`src/rtl/lstm_bp_ctrl_if.sv`:
```
// Control bus between the LSTM training sequencer (master) and the host/array side (slave).
// The cost-logging signals exist only when LSTM_BP_CTRL_COST_LOG_EN is defined.
interface lstm_bp_ctrl_if #(
  parameter int WIDTH = 32
);
  logic             i_start;
  logic             i_abort;
  logic             o_busy;
  logic             o_done;
  logic             o_sel;
  logic             o_load_in;
  logic             o_load_h;
  logic             o_load_bp;
  logic             o_load_t;
  logic             o_wr;
  logic [WIDTH-1:0] o_addr_t;
  logic [15:0]      o_epoch;
  logic [7:0]       o_step;
`ifdef LSTM_BP_CTRL_COST_LOG_EN
  logic [WIDTH-1:0] i_cost;
  logic [WIDTH-1:0] o_cost_last;
  logic [WIDTH-1:0] o_cost_min;
  logic             o_cost_valid;

  modport master (
    input  i_start, i_abort, i_cost,
    output o_busy, o_done, o_sel, o_load_in, o_load_h, o_load_bp, o_load_t, o_wr,
           o_addr_t, o_epoch, o_step, o_cost_last, o_cost_min, o_cost_valid
  );
  modport slave (
    output i_start, i_abort, i_cost,
    input  o_busy, o_done, o_sel, o_load_in, o_load_h, o_load_bp, o_load_t, o_wr,
           o_addr_t, o_epoch, o_step, o_cost_last, o_cost_min, o_cost_valid
  );
`else
  modport master (
    input  i_start, i_abort,
    output o_busy, o_done, o_sel, o_load_in, o_load_h, o_load_bp, o_load_t, o_wr,
           o_addr_t, o_epoch, o_step
  );
  modport slave (
    output i_start, i_abort,
    input  o_busy, o_done, o_sel, o_load_in, o_load_h, o_load_bp, o_load_t, o_wr,
           o_addr_t, o_epoch, o_step
  );
`endif
endinterface

```
`src/rtl/lstm_bp_ctrl.sv`:
```
// Training sequencer for the LSTM array with backprop: label load, per-timestep forward pass, BP settle, weight write.
// Optional cost logging is enabled by defining LSTM_BP_CTRL_COST_LOG_EN.
module lstm_bp_ctrl #(
  parameter int WIDTH          = 32,
  parameter int NUM            = 45,
  parameter int NUM_LSTM       = 8,
  parameter int NUM_ITERATIONS = 8,
  parameter int LSTM_LAT       = 4,
  parameter int BP_LAT         = 4,
  parameter int EPOCHS         = 16,
  parameter int NUM_SAMPLES    = 2
) (
  input  logic          clk,
  input  logic          rst,
  lstm_bp_ctrl_if.master bus
);

  typedef enum logic [3:0] {
    S_IDLE, S_LABEL, S_FILL, S_LDIN, S_COMP, S_LATCH, S_BPWAIT, S_WRITE, S_DONE
  } state_t;

  localparam logic [15:0] LABEL_LAST  = 16'(NUM_LSTM - 1);
  localparam logic [15:0] FILL_LAST   = 16'(NUM - 1);
  localparam logic [15:0] COMP_LAST   = 16'(LSTM_LAT - 1);
  localparam logic [15:0] BPWAIT_LAST = 16'(BP_LAT - 1);
  localparam logic [7:0]  STEP_LAST   = 8'(NUM_ITERATIONS - 1);
  localparam logic [15:0] EPOCH_LAST  = 16'(EPOCHS - 1);
  localparam logic [15:0] SAMPLE_LAST = 16'(NUM_SAMPLES - 1);

  state_t           state_q, state_d;
  logic [15:0]      cnt_q, cnt_d;
  logic [7:0]       step_q, step_d;
  logic [15:0]      epoch_q, epoch_d;
  logic [15:0]      sample_q, sample_d;
  logic             busy_q, busy_d;
  logic             done_q, done_d;
  logic             sel_q, sel_d;
  logic             load_in_q, load_in_d;
  logic             load_h_q, load_h_d;
  logic             load_bp_q, load_bp_d;
  logic             load_t_q, load_t_d;
  logic             wr_q, wr_d;
  logic [WIDTH-1:0] addr_q, addr_d;
  logic             cnt_last;
  logic [15:0]      sample_next;

  always_comb begin
    cnt_last = 1'b0;
    case (state_q)
      S_LABEL:  cnt_last = (cnt_q == LABEL_LAST);
      S_FILL:   cnt_last = (cnt_q == FILL_LAST);
      S_COMP:   cnt_last = (cnt_q == COMP_LAST);
      S_BPWAIT: cnt_last = (cnt_q == BPWAIT_LAST);
      default:  cnt_last = 1'b0;
    endcase
  end

  assign sample_next = (sample_q == SAMPLE_LAST) ? 16'd0 : sample_q + 16'd1;

  // Outputs are decoded from the next state so every strobe is a flop and lines up with its state.
  always_comb begin
    state_d  = state_q;
    cnt_d    = cnt_q;
    step_d   = step_q;
    epoch_d  = epoch_q;
    sample_d = sample_q;

    if (state_q != S_IDLE && bus.i_abort) begin
      state_d = S_IDLE;
      cnt_d   = '0;
      step_d  = '0;
      epoch_d = '0;
    end else begin
      case (state_q)
        S_IDLE: begin
          cnt_d   = '0;
          step_d  = '0;
          epoch_d = '0;
          if (bus.i_start) state_d = S_LABEL;
        end
        S_LABEL, S_FILL, S_COMP, S_BPWAIT: begin
          if (cnt_last) begin
            cnt_d = '0;
            case (state_q)
              S_LABEL: state_d = S_FILL;
              S_FILL:  state_d = S_LDIN;
              S_COMP:  state_d = S_LATCH;
              default: state_d = S_WRITE;
            endcase
          end else begin
            cnt_d = cnt_q + 16'd1;
          end
        end
        S_LDIN: state_d = S_COMP;
        S_LATCH: begin
          if (step_q == STEP_LAST) begin
            state_d = S_BPWAIT;
          end else begin
            step_d  = step_q + 8'd1;
            state_d = S_FILL;
          end
        end
        S_WRITE: begin
          sample_d = sample_next;
          if (epoch_q == EPOCH_LAST) begin
            state_d = S_DONE;
          end else begin
            epoch_d = epoch_q + 16'd1;
            step_d  = '0;
            state_d = S_LABEL;
          end
        end
        S_DONE: begin
          state_d = S_IDLE;
          step_d  = '0;
          epoch_d = '0;
        end
        default: state_d = S_IDLE;
      endcase
    end

    busy_d    = (state_d != S_IDLE);
    done_d    = (state_d == S_DONE);
    load_t_d  = (state_d == S_LABEL);
    load_in_d = (state_d == S_LDIN);
    load_h_d  = (state_d == S_LATCH);
    load_bp_d = (state_d == S_LATCH);
    wr_d      = (state_d == S_WRITE);
    sel_d     = (state_d == S_BPWAIT) || (state_d == S_WRITE) ||
                ((step_d != 8'd0) && ((state_d == S_FILL) || (state_d == S_LDIN) ||
                                      (state_d == S_COMP) || (state_d == S_LATCH)));
    addr_d    = '0;
    if (state_d == S_LABEL)
      addr_d = WIDTH'(sample_d) * WIDTH'(NUM_LSTM) + WIDTH'(cnt_d);
  end

  always_ff @(posedge clk or posedge rst) begin
    if (rst) begin
      state_q   <= S_IDLE;
      cnt_q     <= '0;
      step_q    <= '0;
      epoch_q   <= '0;
      sample_q  <= '0;
      busy_q    <= 1'b0;
      done_q    <= 1'b0;
      sel_q     <= 1'b0;
      load_in_q <= 1'b0;
      load_h_q  <= 1'b0;
      load_bp_q <= 1'b0;
      load_t_q  <= 1'b0;
      wr_q      <= 1'b0;
      addr_q    <= '0;
    end else begin
      state_q   <= state_d;
      cnt_q     <= cnt_d;
      step_q    <= step_d;
      epoch_q   <= epoch_d;
      sample_q  <= sample_d;
      busy_q    <= busy_d;
      done_q    <= done_d;
      sel_q     <= sel_d;
      load_in_q <= load_in_d;
      load_h_q  <= load_h_d;
      load_bp_q <= load_bp_d;
      load_t_q  <= load_t_d;
      wr_q      <= wr_d;
      addr_q    <= addr_d;
    end
  end

  assign bus.o_busy    = busy_q;
  assign bus.o_done    = done_q;
  assign bus.o_sel     = sel_q;
  assign bus.o_load_in = load_in_q;
  assign bus.o_load_h  = load_h_q;
  assign bus.o_load_bp = load_bp_q;
  assign bus.o_load_t  = load_t_q;
  assign bus.o_wr      = wr_q;
  assign bus.o_addr_t  = addr_q;
  assign bus.o_epoch   = epoch_q;
  assign bus.o_step    = step_q;

`ifdef LSTM_BP_CTRL_COST_LOG_EN
  localparam logic [WIDTH-1:0] COST_MAX = {1'b0, {(WIDTH-1){1'b1}}};

  logic [WIDTH-1:0] cost_last_q, cost_last_d;
  logic [WIDTH-1:0] cost_min_q, cost_min_d;
  logic             cost_valid_q, cost_valid_d;

  // An aborted WRITE commits nothing, so it must not log a cost either.
  always_comb begin
    cost_last_d  = cost_last_q;
    cost_min_d   = cost_min_q;
    cost_valid_d = 1'b0;
    if (state_q == S_IDLE && bus.i_start)
      cost_min_d = COST_MAX;
    if (state_q == S_WRITE && !bus.i_abort) begin
      cost_last_d  = bus.i_cost;
      cost_valid_d = 1'b1;
      if ($signed(bus.i_cost) < $signed(cost_min_q))
        cost_min_d = bus.i_cost;
    end
  end

  always_ff @(posedge clk or posedge rst) begin
    if (rst) begin
      cost_last_q  <= '0;
      cost_min_q   <= '0;
      cost_valid_q <= 1'b0;
    end else begin
      cost_last_q  <= cost_last_d;
      cost_min_q   <= cost_min_d;
      cost_valid_q <= cost_valid_d;
    end
  end

  assign bus.o_cost_last  = cost_last_q;
  assign bus.o_cost_min   = cost_min_q;
  assign bus.o_cost_valid = cost_valid_q;
`endif

endmodule

```
`src/flat_wrapper.sv`:
```
// flat-port wrapper written by rule: the top's interface ports become plain ports
module lstm_bp_ctrl_flat 
#(
  parameter int WIDTH          = 32,
  parameter int NUM            = 45,
  parameter int NUM_LSTM       = 8,
  parameter int NUM_ITERATIONS = 8,
  parameter int LSTM_LAT       = 4,
  parameter int BP_LAT         = 4,
  parameter int EPOCHS         = 16,
  parameter int NUM_SAMPLES    = 2
)
  (clk, rst, bus_i_start, bus_i_abort, bus_o_busy, bus_o_done, bus_o_sel, bus_o_load_in, bus_o_load_h, bus_o_load_bp, bus_o_load_t, bus_o_wr, bus_o_addr_t, bus_o_epoch, bus_o_step);
  lstm_bp_ctrl_if #(.WIDTH(WIDTH)) bus_i ();
  input  logic clk;
  input  logic rst;
  input wire logic [$bits(bus_i.i_start)-1:0] bus_i_start;
  input wire logic [$bits(bus_i.i_abort)-1:0] bus_i_abort;
  output wire logic [$bits(bus_i.o_busy)-1:0] bus_o_busy;
  output wire logic [$bits(bus_i.o_done)-1:0] bus_o_done;
  output wire logic [$bits(bus_i.o_sel)-1:0] bus_o_sel;
  output wire logic [$bits(bus_i.o_load_in)-1:0] bus_o_load_in;
  output wire logic [$bits(bus_i.o_load_h)-1:0] bus_o_load_h;
  output wire logic [$bits(bus_i.o_load_bp)-1:0] bus_o_load_bp;
  output wire logic [$bits(bus_i.o_load_t)-1:0] bus_o_load_t;
  output wire logic [$bits(bus_i.o_wr)-1:0] bus_o_wr;
  output wire logic [$bits(bus_i.o_addr_t)-1:0] bus_o_addr_t;
  output wire logic [$bits(bus_i.o_epoch)-1:0] bus_o_epoch;
  output wire logic [$bits(bus_i.o_step)-1:0] bus_o_step;
  assign bus_i.i_start = bus_i_start;
  assign bus_i.i_abort = bus_i_abort;
  assign bus_o_busy = bus_i.o_busy;
  assign bus_o_done = bus_i.o_done;
  assign bus_o_sel = bus_i.o_sel;
  assign bus_o_load_in = bus_i.o_load_in;
  assign bus_o_load_h = bus_i.o_load_h;
  assign bus_o_load_bp = bus_i.o_load_bp;
  assign bus_o_load_t = bus_i.o_load_t;
  assign bus_o_wr = bus_i.o_wr;
  assign bus_o_addr_t = bus_i.o_addr_t;
  assign bus_o_epoch = bus_i.o_epoch;
  assign bus_o_step = bus_i.o_step;
  lstm_bp_ctrl #(.WIDTH(WIDTH), .NUM(NUM), .NUM_LSTM(NUM_LSTM), .NUM_ITERATIONS(NUM_ITERATIONS), .LSTM_LAT(LSTM_LAT), .BP_LAT(BP_LAT), .EPOCHS(EPOCHS), .NUM_SAMPLES(NUM_SAMPLES)) u_core (.clk(clk), .rst(rst), .bus(bus_i));
endmodule
```
`config.mk`:
```
export PLATFORM = sky130hd
export DESIGN_NAME = lstm_bp_ctrl_flat
export DESIGN_NICKNAME = d
export VERILOG_FILES = /design/src/rtl/lstm_bp_ctrl_if.sv /design/src/rtl/lstm_bp_ctrl.sv /design/src/flat_wrapper.sv
export SDC_FILE = /design/constraint.sdc
export NUM_CORES = 1
export LEC_CHECK = 0
export ABC_CLOCK_PERIOD_IN_PS = 4400
export CAP_MARGIN = 40
export CORE_ASPECT_RATIO = 1.5
export CORE_MARGIN = 4
export CORE_UTILIZATION = 42
export DETAILED_ROUTE_END_ITERATION = 8
export MAX_ROUTING_LAYER = met4
export PLACE_DENSITY = 0.7
export SLEW_MARGIN = 0
export SYNTH_ARGS = -nofsm -noshare
export SYNTH_HDL_FRONTEND = slang
export SYNTH_SLANG_ARGS = --single-unit
```
`constraint.sdc`:
```
create_clock -name clk -period 4.4 [get_ports clk]
set_clock_uncertainty 0.05 [all_clocks]
set_input_delay 0.44 -clock clk [delete_from_list [all_inputs] [get_ports clk]]
set_output_delay 0.44 -clock clk [all_outputs]
set_load 0.1 [all_outputs]
```
# [Word level (Yosys, flattened, before mapping)]
# Cells that the tools add are included.
[word_totals] latch_bits=0 output_inout_bits=64 rom_bits=0 mem_count=0 in_bits=4 word_cells=79 regBits=99 ram_bits=0
[op_classes] reduce_logical=16 order_cmp=0 add_sub_neg=5 n_eq_ne=23 mux=22 n_shift=0 bitwise_logic=0 n_mul=0 div=0
[op_table] cell="2-to-1 mux 16 bit" n=7
[op_table] cell="one-hot mux 16 bit (2 select lines)" n=2
[op_table] cell="adder 16 x 1 -> 16 bit (second input constant)" n=3
[op_table] cell="== test 4 x 3 -> 1 bit (second input constant)" n=8
[op_table] cell="2-to-1 mux 32 bit" n=1
[op_table] cell="2-to-1 mux 8 bit" n=3
[op_table] cell="one-hot mux 8 bit (3 select lines)" n=1
[op_table] cell="adder 19 x 16 -> 20 bit" n=1
[op_table] cell="one-hot mux 4 bit (5 select lines)" n=1
[op_table] cell="== test 16 x 1 -> 1 bit (second input constant)" n=1
[op_table] cell="== test 16 x 2 -> 1 bit (second input constant)" n=1
[op_table] cell="== test 16 x 3 -> 1 bit (second input constant)" n=1
[op_table] cell="== test 16 x 4 -> 1 bit (second input constant)" n=1
[op_table] cell="== test 16 x 6 -> 1 bit (second input constant)" n=1
[op_table] cell="== test 4 x 2 -> 1 bit (second input constant)" n=4
[op_table] cell="2-to-1 mux 4 bit" n=4
[op_table] cell="one-hot mux 3 bit (3 select lines)" n=1
[op_table] cell="adder 8 x 1 -> 8 bit (second input constant)" n=1
[op_table] cell="== test 4 x 1 -> 1 bit (second input constant)" n=2
[op_table] cell="== test 4 bit (second input constant)" n=2
[op_table] cell="== test 8 x 3 -> 1 bit (second input constant)" n=1
[op_table] cell="nonzero test 4 bit" n=2
[op_table] cell="nonzero test 8 bit" n=1
[op_table] cell="logical OR 1 bit" n=5
[op_table] cell="other kinds (9)" n=11

# [Depth between registers and ports, before layout]
[depth] word_depth=12 ltp_mapped=18 depth_no_buf=17

# [Worst setup path before layout]
# No wires, ideal clock.
[synth_timing] kind="register to register" startpoint="register u_core.state_q[0]" endpoint="register u_core.addr_q[16] (netlist: u_core.bus.o_addr_t[16])" required_time_ps=4273 n_path_buf=1 t_arrival_ps=4102 slack_ps=171 stages_incl_launch_ff=17 path_cell_list="dfrtp_1 nor4b_1 mux2_2 a31oi_1 clkbuf_1 nand2_1 a311oi_1 ha_1 a21o_1 a21oi_1 and4b_1 o211ai_1 a32oi_1 nand4b_1 a21oi_2 or4_1 a21oi_1"
[synth_between] elab_chain_len=8 word_cells_on_any_way=26
[synth_lines] element="from (decl)" line="lstm_bp_ctrl.sv:30" rtl="state_t state_q, state_d;"
[synth_lines] element="from (signal assigned)" line="lstm_bp_ctrl.sv:154" rtl="state_q <= state_d;"
[synth_lines] element="== test 4 x 3 -> 1 bit" line="lstm_bp_ctrl.sv:49, lstm_bp_ctrl.sv:74"
[synth_lines] element="OR reduction 2 bit (no line)"
[synth_lines] element="one-hot mux 1 bit (3 select lines)" line="lstm_bp_ctrl.sv:49" rtl="case (state_q)"
[synth_lines] element="2-to-1 mux 16 bit" line="lstm_bp_ctrl.sv:82" rtl="if (cnt_last) begin"
[synth_lines] element="one-hot mux 16 bit (2 select lines)" line="lstm_bp_ctrl.sv:74" rtl="case (state_q)"
[synth_lines] element="2-to-1 mux 16 bit *" line="lstm_bp_ctrl.sv:68" rtl="if (state_q != S_IDLE && bus.i_abort) begin"
[synth_lines] element="named net u_core.cnt_d[4]" line="lstm_bp_ctrl.sv:31" rtl="logic [15:0] cnt_q, cnt_d;"
[synth_lines] element="adder 19 x 16 -> 20 bit *" line="lstm_bp_ctrl.sv:134" rtl="addr_d = WIDTH'(sample_d) * WIDTH'(NUM_LSTM) + WIDTH'(cnt_d);"
[synth_lines] element="2-to-1 mux 32 bit *" line="lstm_bp_ctrl.sv:133" rtl="if (state_d == S_LABEL)"
[synth_lines] element="named net u_core.addr_d[16]" line="lstm_bp_ctrl.sv:43" rtl="logic [WIDTH-1:0] addr_q, addr_d;"
[synth_lines] element="to (signal assigned)" line="lstm_bp_ctrl.sv:167" rtl="addr_q <= addr_d;"
[synth_lines] element="to (decl)" line="lstm_bp_ctrl.sv:43"
# Mark *: on every way through the listed nets, which the timed path passes. The rest lies on a longest branch.
# A chain may end at the register's enable or synchronous reset.

# [Worst setup path in the final report]
[layout_timing] startpoint="register u_core.cnt_q[9]" endpoint="register u_core.addr_q[17] (netlist: u_core.bus.o_addr_t[17])"
[layout_between] elab_chain_len=7 word_cells_on_any_way=14
[layout_lines] element="from (decl)" line="lstm_bp_ctrl.sv:31"
[layout_lines] element="from (signal assigned)" line="lstm_bp_ctrl.sv:155" rtl="cnt_q <= cnt_d;"
[layout_lines] element="branches (longest 2 deep; another with adder 16 x 1 -> 16 bit)"
[layout_lines] element="2-to-1 mux 16 bit *" line="lstm_bp_ctrl.sv:82"
[layout_lines] element="one-hot mux 16 bit (2 select lines) *" line="lstm_bp_ctrl.sv:74"
[layout_lines] element="2-to-1 mux 16 bit *" line="lstm_bp_ctrl.sv:68"
[layout_lines] element="named net u_core.cnt_d[10]" line="lstm_bp_ctrl.sv:31"
[layout_lines] element="adder 19 x 16 -> 20 bit *" line="lstm_bp_ctrl.sv:134"
[layout_lines] element="2-to-1 mux 32 bit *" line="lstm_bp_ctrl.sv:133"
[layout_lines] element="named net u_core.addr_d[17]" line="lstm_bp_ctrl.sv:43"
# Mark *: on every way through the listed nets, which the timed path passes.

==> flow_summary_export.csv <==
group,metric,value,unit
status,status,"finished, final reports clean",
yosys,synth_cells,591,
worst_setup_path,slowest_delay,0.60,ns
yosys,synth_warnings,0,
routing,drc,0,
global_route,grt.total_usage,0.212,
timing,finalCriticalPeriod,4.25,ns
routing,vias,5002,
timing,slew_violations,0,
clocking,cts_max_level,3,
worst_setup_path,crit_path_end_kind,"register",
pwr,p_leak,0.00318,uW
timing,finalCritPeriodShare,0.965,
worst_setup_path,cp_top_family,"simple AND/OR/NAND/NOR gates",
timing,finalHoldViolations,0,
worst_setup_path,slowest_stage,"nor4_1",
yosys,synth_top_cell_by_area,"dfrtp_1",
routing,via_per_inst,5.76,
floorplanning,io_pins,68,
yosys,synth-async-reset-ratio,1.00,
worst_setup_path,crit_path_start_kind,"register",
global_route,grt_pass1_vias,5202,
yosys,netlist.area_leader.share,0.404,
clocking,clock_sinks,87,
worst_setup_path,rrSetupSlack,0.15,ns
job,drv_cap,0,
layout,register_area,0.00218,mm2
worst_setup_path,worst-path-buf-inv,1,
routing,dr.first_iter.drc_count,266,
routing,wl_per_cell,17.2,um
yosys,synth_most_common_cell,"dfrtp_1",
hold_path,hold_path.class,"primary input to async pin",
yosys,synthFlopType,"dfrtp_1",
clocking,root_buffer,"clkbuf_16",
yosys,synth_top_cells_by_area,"dfrtp_1, nor2_1, ha_1",
timing,worst_pin_slew,0.640,ns
timing,rsz0062_at_grt,"no",
yosys,ys_ff_latch,87,
placed_design,dp_hpwl,11600,um
worst_setup_path,worst-path-max-fanout,7,
clocking,postCtsHoldBufs,0,
worst_setup_path,cp_cell_sequence,"nor4_1 -> nand3_1 -> nor3_1 -> nand2b_1 -> buf_4 -> a21oi_1 -> o21ai_0 -> a21oi_1 -> ha_1 -> and2_1 -> nor3b_1 -> o31ai_4 -> a311oi_2 -> nor3_1 -> o211a_1 -> nor3_2",
timing,setup-tns-final,0,ns
global_route,antenna_found_initial,0,
floorplanning,rows,50,
global_route,grt_max_degree,35,
worst_setup_path,worstPathArrival,4.46,ns
timing,setup_violations,0,
routing,finalWirelength,14900,um
floorplanning,coreArea,0.0125,mm2
clocking,numCtsBuffers,9,
floorplanning,die_h,147,um
floorplanning,die_w,101,um
timing,slew_headroom,0.571,
layout,fin_nets,729,
routing,ant_nets,0,
routing,first_pass_iters,5,
timing,hold-worst-slack,0.373,ns
placed_design,io_buffer_count,55,
global_route,grt_pass1_wl,24600,um
yosys,synth.avg_cell_area,9.12,um2
placed_design,gp_congestion,0.938,
yosys,ys_types,75,
global_route,grt_overflow,0,
clocking,clk_path_buf_depth,2,
floorplanning,initial_utilization,0.431,
yosys,seq_area_frac_synth,0.404,
floorplanning,dieArea,0.0148,mm2
worst_setup_path,crit_type,"register to register",
layout,fillers,1072,
timing,clock.fmax,235,MHz
clocking,path_clk_slew,0.07,ns
worst_setup_path,cp_data_required_time,4.62,ns
layout,drive_gt1_frac,0.170,
layout,areaGrowthSynthToFinish,34.4,%
clocking,clock_latency,0.35,ns
pwr,power_density,458,mW/mm2
layout,multi_input_area,0.00299,mm2
pwr,ir_drop,258,uV
layout,n_antenna_cell,0,
yosys,synthTopCellsByCount,"dfrtp_1, nor2_1, nand2_1",
yosys,syn-cell-area,0.00539,mm2
yosys,synth_edf_count,0,
clocking,tritoncts,"built",
==> logic make-up after synthesis <==
| logic type | count (synthesis) | share of synthesized area |
|---|---|---|
| compound gates | 117 | 0.147 |
| xor+xnor | 38 | 0.0617 |
| fa+ha+maj | 18 | 0.0432 |
| buf+inv | 56 | 0.0557 |
| flops | 87 | 0.404 |
| mux | 4 | 0.00766 |
| other cells | 1 | 0.000695 |
| simple gates | 270 | 0.281 |
==> flip-flops by register name, indices dropped and copies added (netlist names), 4 cells and up <==
signal / cells
u_core.bus.o_epoch: 16
u_core.bus.o_step: 8
u_core.state_q: 4
u_core.bus.o_addr_t: 20
u_core.sample_q: 16
u_core.cnt_q: 16
==> cells in the final DEF (no fill, tap or decap), types with 6 or more instances in the layout <==
cell type        instances
a21o_1                   6
a21oi_1                 38
a31oi_1                  6
and2_1                  11
and3_1                  11
buf_4                   20
buf_8                   52
clkbuf_16                9
clkdlybuf4s50_1         55
conb_1                  12
dfrtp_1                 87
ha_1                    17
inv_1                   20
nand2_1                 44
nand2b_1                 9
nand3_1                 20
nand4_1                 12
nor2_1                  58
nor2b_1                  9
nor3_1                  23
nor4_1                  17
o21ai_0                 21
or2_2                    7
or3_1                   10
or4_1                    7
xnor2_1                 18
xor2_1                  20
==> metrics by stage <==
stage	instance area (um2)	utilization	setup WS [ns]	cells	power, uW
after floorplan	5430	-	0.171	602	2020
after global placement	6110	0.488	0.247	798	2360
after detailed placement	6910	0.552	0.121	851	2520
after CTS	7210	0.576	0.116	867	3310
after global routing	7250	0.579	0.0138	868	3500
final	7250	0.579	0.153	868	3320
==> layout make-up <==
class / count / share of cell area
repair buffers: 128 / 0.207
well taps: 156 / 0.0269
clock inverters: 7 / 0.0109
multi-input cells: 459 / 0.412
inverters: 22 / 0.0116
flip-flops and latches: 87 / 0.300
clock buffers: 9 / 0.0311
==> final timing paths <==
kind	cells past startpoint	startpoint	to
max reg2reg	16	u_core.cnt_q[9]$_DFF_PP0_	u_core.bus.o_addr_t[17]$_DFF_PP0_
min in group clk	1	u_core.sample_q[12]$_DFF_PP0_	u_core.sample_q[12]$_DFF_PP0_
max in group asynchronous	3	rst	u_core.bus.o_addr_t[12]$_DFF_PP0_
max	16	u_core.cnt_q[9]$_DFF_PP0_	u_core.bus.o_addr_t[17]$_DFF_PP0_
min	2	rst	u_core.bus.o_addr_t[2]$_DFF_PP0_
min reg2reg	1	u_core.sample_q[12]$_DFF_PP0_	u_core.sample_q[12]$_DFF_PP0_
==> power breakdown <==
part | switching, uW | total (uW) | internal, uW
clock | 336 | 783 | 447
combinational | 1100 | 1620 | 527
sequential | 47.6 | 916 | 869
==> routing by layer <==
layer / vias up / track usage / wire, um
met5: - / - / 0
met4: 0 / 0.140 / 956
met3: 62 / 0.0356 / 666
met2: 168 / 0.367 / 7880
met1: 2428 / 0.216 / 5440
li1: 2344 / - / -
==> repair_timing <==
item / 4_1_cts / 5_1_grt
resized for setup: 0 / 5
setup endpoints to repair: 0 / 4
setup buffers: 0 / 1
(Power assumes the default switching activity.)
